<file path="src/rtl/rcc_dx_wkup_seq.sv">
// Power-domain wakeup/sleep sequencer: oscillator request, clock enable,
// timed reset release and ordered shutdown for domains D1..D3.
//
// state    | meaning
// ---------+---------------------------------------------------------
// IDLE     | waiting for a pending wakeup (first) or a sleep request
// OSC_WAIT | oscillator requested, waiting for osc_rdy or timeout
// CLK_ON   | domain clock enabled, reset held for RST_HOLD_CYC cycles
// REL      | domain reset released, one cycle
// SLP_RST  | domain reset asserted
// SLP_GATE | domain clock gated
module rcc_dx_wkup_seq #(
  parameter int SYNC_STAGES  = 2,
  parameter int OSC_TO_CYC   = 1024,
  parameter int RST_HOLD_CYC = 16
) (
  input  logic       hsi_origin_clk,
  input  logic       rcc_rst,
  input  logic       pwr_d1_wkup,
  input  logic       pwr_d2_wkup,
  input  logic       pwr_d3_wkup,
  input  logic [2:0] sleep_req,
  input  logic       osc_rdy,
  input  logic       clr_err,
  output logic       osc_en,
  output logic [2:0] dom_clk_en,
  output logic [2:0] dom_rst_n,
  output logic       busy,
  output logic [2:0] timeout_err
);

  localparam int TW = $clog2(OSC_TO_CYC + 1);
  localparam int HW = (RST_HOLD_CYC > 1) ? $clog2(RST_HOLD_CYC) : 1;

  typedef enum logic [2:0] {
    IDLE     = 3'd0,
    OSC_WAIT = 3'd1,
    CLK_ON   = 3'd2,
    REL      = 3'd3,
    SLP_RST  = 3'd4,
    SLP_GATE = 3'd5
  } state_t;

  state_t        state_q, state_d;
  logic [6:0]    sync_q [SYNC_STAGES];
  logic [6:0]    raw;
  logic [2:0]    wkup_s, slp_s;
  logic          rdy_s;
  logic [2:0]    wkup_d, rise, pending, slp_act;
  logic [2:0]    cur_q, sel, tgt, pend_clr, to_set;
  logic [TW-1:0] to_cnt;
  logic [HW-1:0] hold_cnt;
  logic          enter_wait, enter_clk, enter_rel, enter_slp, leave_idle;

  // Arbitration order D3 > D1 > D2, returned one-hot.
  function automatic logic [2:0] pick(input logic [2:0] v);
    if (v[2])      return 3'b100;
    else if (v[0]) return 3'b001;
    else if (v[1]) return 3'b010;
    else           return 3'b000;
  endfunction

  assign raw = {osc_rdy, sleep_req, pwr_d3_wkup, pwr_d2_wkup, pwr_d1_wkup};

  always_ff @(posedge hsi_origin_clk) begin
    if (rcc_rst) begin
      for (int i = 0; i < SYNC_STAGES; i++) sync_q[i] <= '0;
    end else begin
      sync_q[0] <= raw;
      for (int i = 1; i < SYNC_STAGES; i++) sync_q[i] <= sync_q[i-1];
    end
  end

  assign {rdy_s, slp_s, wkup_s} = sync_q[SYNC_STAGES-1];
  assign rise    = wkup_s & ~wkup_d;
  assign slp_act = slp_s & dom_rst_n;

  always_ff @(posedge hsi_origin_clk) begin
    if (rcc_rst) state_q <= IDLE;
    else         state_q <= state_d;
  end

  always_comb begin
    state_d = state_q;
    case (state_q)
      IDLE: begin
        if (|pending)      state_d = rdy_s ? CLK_ON : OSC_WAIT;
        else if (|slp_act) state_d = SLP_RST;
      end
      OSC_WAIT: begin
        if (rdy_s)              state_d = CLK_ON;
        else if (to_cnt == '0)  state_d = IDLE;
      end
      CLK_ON:   if (hold_cnt == '0) state_d = REL;
      REL:      state_d = IDLE;
      SLP_RST:  state_d = SLP_GATE;
      SLP_GATE: state_d = IDLE;
      default:  state_d = IDLE;
    endcase
  end

  // In IDLE the target domain is still being chosen, so use the arbiter pick.
  always_comb begin
    sel        = (|pending) ? pick(pending) : pick(slp_act);
    tgt        = (state_q == IDLE) ? sel : cur_q;
    leave_idle = (state_q == IDLE) && (state_d != IDLE);
    pend_clr   = ((state_q == IDLE) && (|pending)) ? sel : 3'b000;
    enter_wait = (state_q == IDLE) && (state_d == OSC_WAIT);
    enter_clk  = (state_q != CLK_ON) && (state_d == CLK_ON);
    enter_rel  = (state_q == CLK_ON) && (state_d == REL);
    enter_slp  = (state_q == IDLE) && (state_d == SLP_RST);
    to_set     = ((state_q == OSC_WAIT) && !rdy_s && (to_cnt == '0)) ? cur_q : 3'b000;
    busy       = (state_q != IDLE);
    osc_en     = (|dom_rst_n) || (state_q == OSC_WAIT) || (state_q == CLK_ON);
  end

  always_ff @(posedge hsi_origin_clk) begin
    if (rcc_rst) begin
      wkup_d      <= '0;
      pending     <= '0;
      cur_q       <= '0;
      to_cnt      <= '0;
      hold_cnt    <= '0;
      dom_clk_en  <= '0;
      dom_rst_n   <= '0;
      timeout_err <= '0;
    end else begin
      wkup_d  <= wkup_s;
      // A wakeup for a domain that is already running is dropped.
      pending <= ((pending & ~pend_clr) | rise) & ~dom_rst_n;
      if (leave_idle) cur_q <= sel;

      if (enter_wait)
        to_cnt <= TW'(OSC_TO_CYC);
      else if ((state_q == OSC_WAIT) && (to_cnt != '0))
        to_cnt <= to_cnt - TW'(1);

      if (enter_clk)
        hold_cnt <= HW'(RST_HOLD_CYC - 1);
      else if ((state_q == CLK_ON) && (hold_cnt != '0))
        hold_cnt <= hold_cnt - HW'(1);

      dom_clk_en  <= (dom_clk_en | (enter_clk ? tgt : 3'b000))
                     & ~((state_q == SLP_RST) ? cur_q : 3'b000);
      dom_rst_n   <= (dom_rst_n | (enter_rel ? cur_q : 3'b000))
                     & ~(enter_slp ? tgt : 3'b000);
      // A timeout in the same cycle as clr_err still lands.
      timeout_err <= (timeout_err & ~{3{clr_err}}) | to_set;
    end
  end

endmodule

</file>
<file path="config.mk">
export PLATFORM = sky130hd
export DESIGN_NAME = rcc_dx_wkup_seq
export DESIGN_NICKNAME = d
export VERILOG_FILES = /design/src/rtl/rcc_dx_wkup_seq.sv
export SDC_FILE = /design/constraint.sdc
export NUM_CORES = 1
export LEC_CHECK = 0
export CELL_PAD_IN_SITES_DETAIL_PLACEMENT = 1
export CELL_PAD_IN_SITES_GLOBAL_PLACEMENT = 1
export CORE_MARGIN = 3
export CORE_UTILIZATION = 43
export CTS_CLUSTER_DIAMETER = 120
export CTS_CLUSTER_SIZE = 10
export DETAILED_ROUTE_END_ITERATION = 8
export DONT_BUFFER_PORTS = 1
export PLACE_DENSITY = 0.8
export RECOVER_POWER = 100
export SETUP_SLACK_MARGIN = 0.02
export SLEW_MARGIN = 20
export SYNTH_ARGS = -nofsm -noshare
export SYNTH_HDL_FRONTEND = slang
export SYNTH_SLANG_ARGS = --single-unit
</file>
<file path="constraint.sdc">
create_clock -name hsi_origin_clk -period 1.7 [get_ports hsi_origin_clk]
set_clock_uncertainty 0.2 [all_clocks]
set_input_delay 0.34 -clock hsi_origin_clk [delete_from_list [all_inputs] [get_ports hsi_origin_clk]]
set_output_delay 0.34 -clock hsi_origin_clk [all_outputs]
set_load 0.01 [all_outputs]
</file>
==> out/results.ini, run 1 <==
[status]
status = aborted with a tool error
haltStage = global routing (5_1_grt)
error = [ERROR DPL-0033] detailed placement checks failed during check placement.

[clocking]
htreeDepth = 2
cts.sinks = 50
cts_root_buf = clkbuf_8
cts_buffers = 5
cts.path.max_buffers = 2

[yosys]
yosysUniqueCellTypes = 50
synthDominantCellAreaShare_pct = 47.59
yosysTopAreaCell = dfxtp_1
ys_ff_latch = 50
synth_seq_area_share_pct = 47.59
ys_top_cells_by_area = dfxtp_1, nor2b_1, a21oi_1
yosys_warnings = 0
syn_nets = 239
synthCells = 226
synthesis.area_sq_um = 2103
avgSynthCellArea_sq_um = 9.306

[global_routing]
antenna_found_initial = 0
grt_max_degree = 41

[timing]
worst-ep-kind = register data pin
postGrtWorstEndpoint = cur_q[0]$_SDFFE_PP0P_/D

[die]
initial_core_util_pct = 46.39
io_pins = 21
core.rowCount = 24
die_w_um = 75.94
die_y_um = 75.94

[placement]
place_hpwl_mm = 3.763
io_buffer_count = 0
dp_cells = 332
gp_routability_congestion = 0.8376
placed_area_sq_um = 2530

## stage by stage
| step | hold slack (ns) | setup slack (ns) | utilization (%) | TNS (ns) |
|---|---|---|---|---|
| CTS | 0.04150 | -0.2140 | 65.09 | -1.052 |
| detailed placement | 0.2123 | -0.1875 | 55.79 | -1.401 |
| global placement | 0.2109 | -0.1229 | 55.79 | -0.5280 |
| floorplan | 0.2138 | -0.1232 | - | -0.1232 |
## logic make-up after synthesis
logic type,after synthesis,synth area share (%)
buf+inv,15,3.272
mux,1,0.4759
compound gates,49,16.12
xor+xnor,11,4.581
flops,50,47.59
simple gates,97,26.18
fa+ha+maj,3,1.785
## synthesized netlist by cell type, drive strengths merged
library cell  count
dfxtp            50
nor2             26
nor2b            23
a21oi            22
nand2            12
nor3             10
xor2              8
inv               7
a211oi            5
a31oi             5
clkbuf            5
nand3             5
o21ai             5
or3               4
buf               3
ha                3
nand2b            3
nor4              3
xnor2             3
a311oi            2
and2              2
nand3b            2
nor3b             2
o211a             2
a2111oi           1
a211o             1
a222oi            1
a22oi             1
a32o              1
and3              1
and4              1
and4b             1
mux2i             1
nand4b            1
o211ai            1
o21a              1
o21bai            1
or3b              1
## what timing repair did
action / 4_1_cts
setup endpoints to repair: 29
hold endpoints to repair: 40
pin swaps: 10
gates cloned: 1
setup buffers: 6
hold buffers: 8
gates resized for setup: 34
==> run 2, diff against run 1 <==
CELL_PAD_IN_SITES_DETAIL_PLACEMENT = unset   (was 1)
CELL_PAD_IN_SITES_GLOBAL_PLACEMENT = unset   (was 1)
CORE_UTILIZATION = 40   (was 43)
CTS_CLUSTER_DIAMETER = unset   (was 120)
CTS_CLUSTER_SIZE = unset   (was 10)
PLACE_DENSITY = unset   (was 0.8)
PLACE_DENSITY_LB_ADDON = 0.15   (was unset)
SETUP_SLACK_MARGIN = unset   (was 0.02)
clock period = 2.2 ns   (was 1.7 ns; I/O delays follow)
==> out/results.ini, run 2 <==
[status]
status = complete, but fails checks
violations = capacitance limit, slew limit

[yosys]
synthCells = 226
synth-edff-count = 0
synth_ff_type = dfxtp_1
post-synth-top-count-cell = dfxtp_1
yosys_warnings = 0
yosysUniqueCellTypes = 50
synthDominantCellAreaShare_pct = 47.59
ys_ff_latch = 50
avgSynthCellArea_sq_um = 9.306
syn_nets = 239
synthesis.area_sq_um = 2103
async_flop_share_pct = 0
ys_top_cells_by_area = dfxtp_1, nor2b_1, a21oi_1
synthTopCellsByCount = dfxtp_1, nor2_1, nor2b_1
yosysTopAreaCell = dfxtp_1
synth_seq_area_share_pct = 47.59

[clocking]
htreeDepth = 2
cts_tree = yes
cts.path.max_buffers = 2
cts_root_buf = clkbuf_8
cts_buffers = 5
cts.sinks = 50
clk_latency_ns = 0.30
clkSlewWorstSetupHoldPaths_ns = 0.09

[route]
route.met2.wl_mm = 1.695
wl_met3_um = 200
first_iter_violations = 104
via_count = 1547
ant_nets = 0
viasPerCell = 5.089
wl_per_cell_um = 13.21
drt_wl_total_mm = 4.015
drc = 0
drt_pass1_iterations = 6
dr.max_layer_used = met4
wl_met1_mm = 2.044

[timing]
worstMarginPinSlew_ns = 1.533
rsz0062_at_grt = false
fmax_mhz = 485.9
whs_ns = 0.02051
setup_violations = 0
finalCritPeriodShare_pct = 93.54
hold_viol_final = 0
relSlewSlack_pct = -2.169
period_minus_slack_ns = 2.058
setup_slack_ns = 0.1421
setup-tns-final_ns = 0
report.final.slew_viol_count = 37

[setup_path]
cp-end-kind = register
worstPathMaxFanout = 9
start_kind = register
criticalPathCategory = reg -> reg
rrSetupSlack_ns = 0.14
worst_ep_arrival_time_ns = 2.06
worstPathRequired_ns = 2.20

[final_layout]
n_antenna_cell = 0
top_register = sync_q
multi_input_area_sq_um = 1027
largest_reg_flops = 14
top_regs = sync_q x14, to_cnt x11, hold_cnt x4
final_cell_count_no_fill = 304
post-route-cell-area_sq_um = 2317
fin_util_pct = 47.18
regArea_sq_um = 1002
layout_commonest_cell = dfxtp_1
area_delta_synth_final_pct = 10.17
layout_common_cells = dfxtp_1, nor2_1, nor2b_1
fin_nets = 249
fillers = 496
drive_gt1_share_pct = 10.55

[placement]
gp_routability_congestion = 0.7817
dp_cells = 295
dp_slack_ns = 0.1737
placed_area_sq_um = 2220
place_hpwl_mm = 2.757
io_buffer_count = 0

[worst_hold_path]
hold_path_class = in -> reg

[die]
coreArea_sq_um = 4911
initial_core_util_pct = 42.83
io_pins = 21
die-area_sq_um = 6165
die_w_um = 78.52
core.rowCount = 25
die_y_um = 78.52

[pwr]
power.leakage_nw = 0.8454
peakVddDrop_mv = 0.3190
total_power_mw = 1.829
powerDensity_nw_per_um2 = 789.5

[global_routing]
grt_pass1_vias = 1436
antenna_found_initial = 0
grt.total_usage_pct = 14.46
grt_max_degree = 37
grt_overflow = 0
grt_pass1_wl_mm = 7.044

[flow_run]
max_cap_violations = 1

run 2: cell counts after synthesis:
No cell type changed its count.
run 2: cells by family (layout without fill, tap and decap cells):
| group | Yosys count | after routing | synth area share [%] |
|---|---|---|---|
| AO/OA/AOI/OAI | 49 | 49 | 16.12 |
| adder cells (fa/ha/maj) | 3 | 3 | 1.785 |
| flip-flops | 50 | 50 | 47.59 |
| buffers and inverters | 15 | 26 | 3.272 |
| XOR/XNOR | 11 | 11 | 4.581 |
| AND/OR/NAND/NOR | 97 | 97 | 26.18 |
| multiplexers | 1 | 1 | 0.4759 |
run 2: area by class of cell:
type / instances / share of cell area (%)
Multi-Input combinational cell: 161 / 44.33
Sequential cell: 50 / 43.25
Clock buffer: 8 / 4.752
Tap cell: 67 / 3.618
Timing Repair Buffer: 11 / 2.916
Inverter: 7 / 1.134
run 2: worst paths after layout:
kind / depth (start not counted) / from / endpoint
worst max register to register: 6 / state_q[2] / dom_clk_en[1]
worst min-delay path: 1 / rcc_rst / dom_rst_n[1]
worst max-delay path: 6 / state_q[2] / dom_clk_en[1]
worst min register to register: 1 / sync_q[0][2] / sync_q[0][9]
run 2: worst max-delay path, stage by stage, from the launching register on:
cell	delay [ns]
dfxtp_1	0.42
nor3_4	0.27
inv_1	0.09
or3_1	0.36
o21ai_0	0.27
a21oi_1	0.11
a211oi_1	0.23
run 2: power by group:
group          switching [mW]  internal [mW]
sequential             0.0397          0.944
combinational           0.140          0.105
clock                   0.283          0.318
total                   0.463           1.37
run 2: timing repair:
item | CTS | global route
resized for setup | 1 | 0
hold buffers | 1 | 0
setup buffers | 0 | 0
endpoints found under the setup margin | 1 | 0
hold endpoints to repair | 36 | 0
run 2: routing by layer:
metal  vias up  GRT usage [%]
met2        24          20.71
met1       709          19.56
met3         6          4.702
li1        808              -
met5         -              0
met4         0          6.643
No activity file was read; power rests on OpenSTA's default activity.
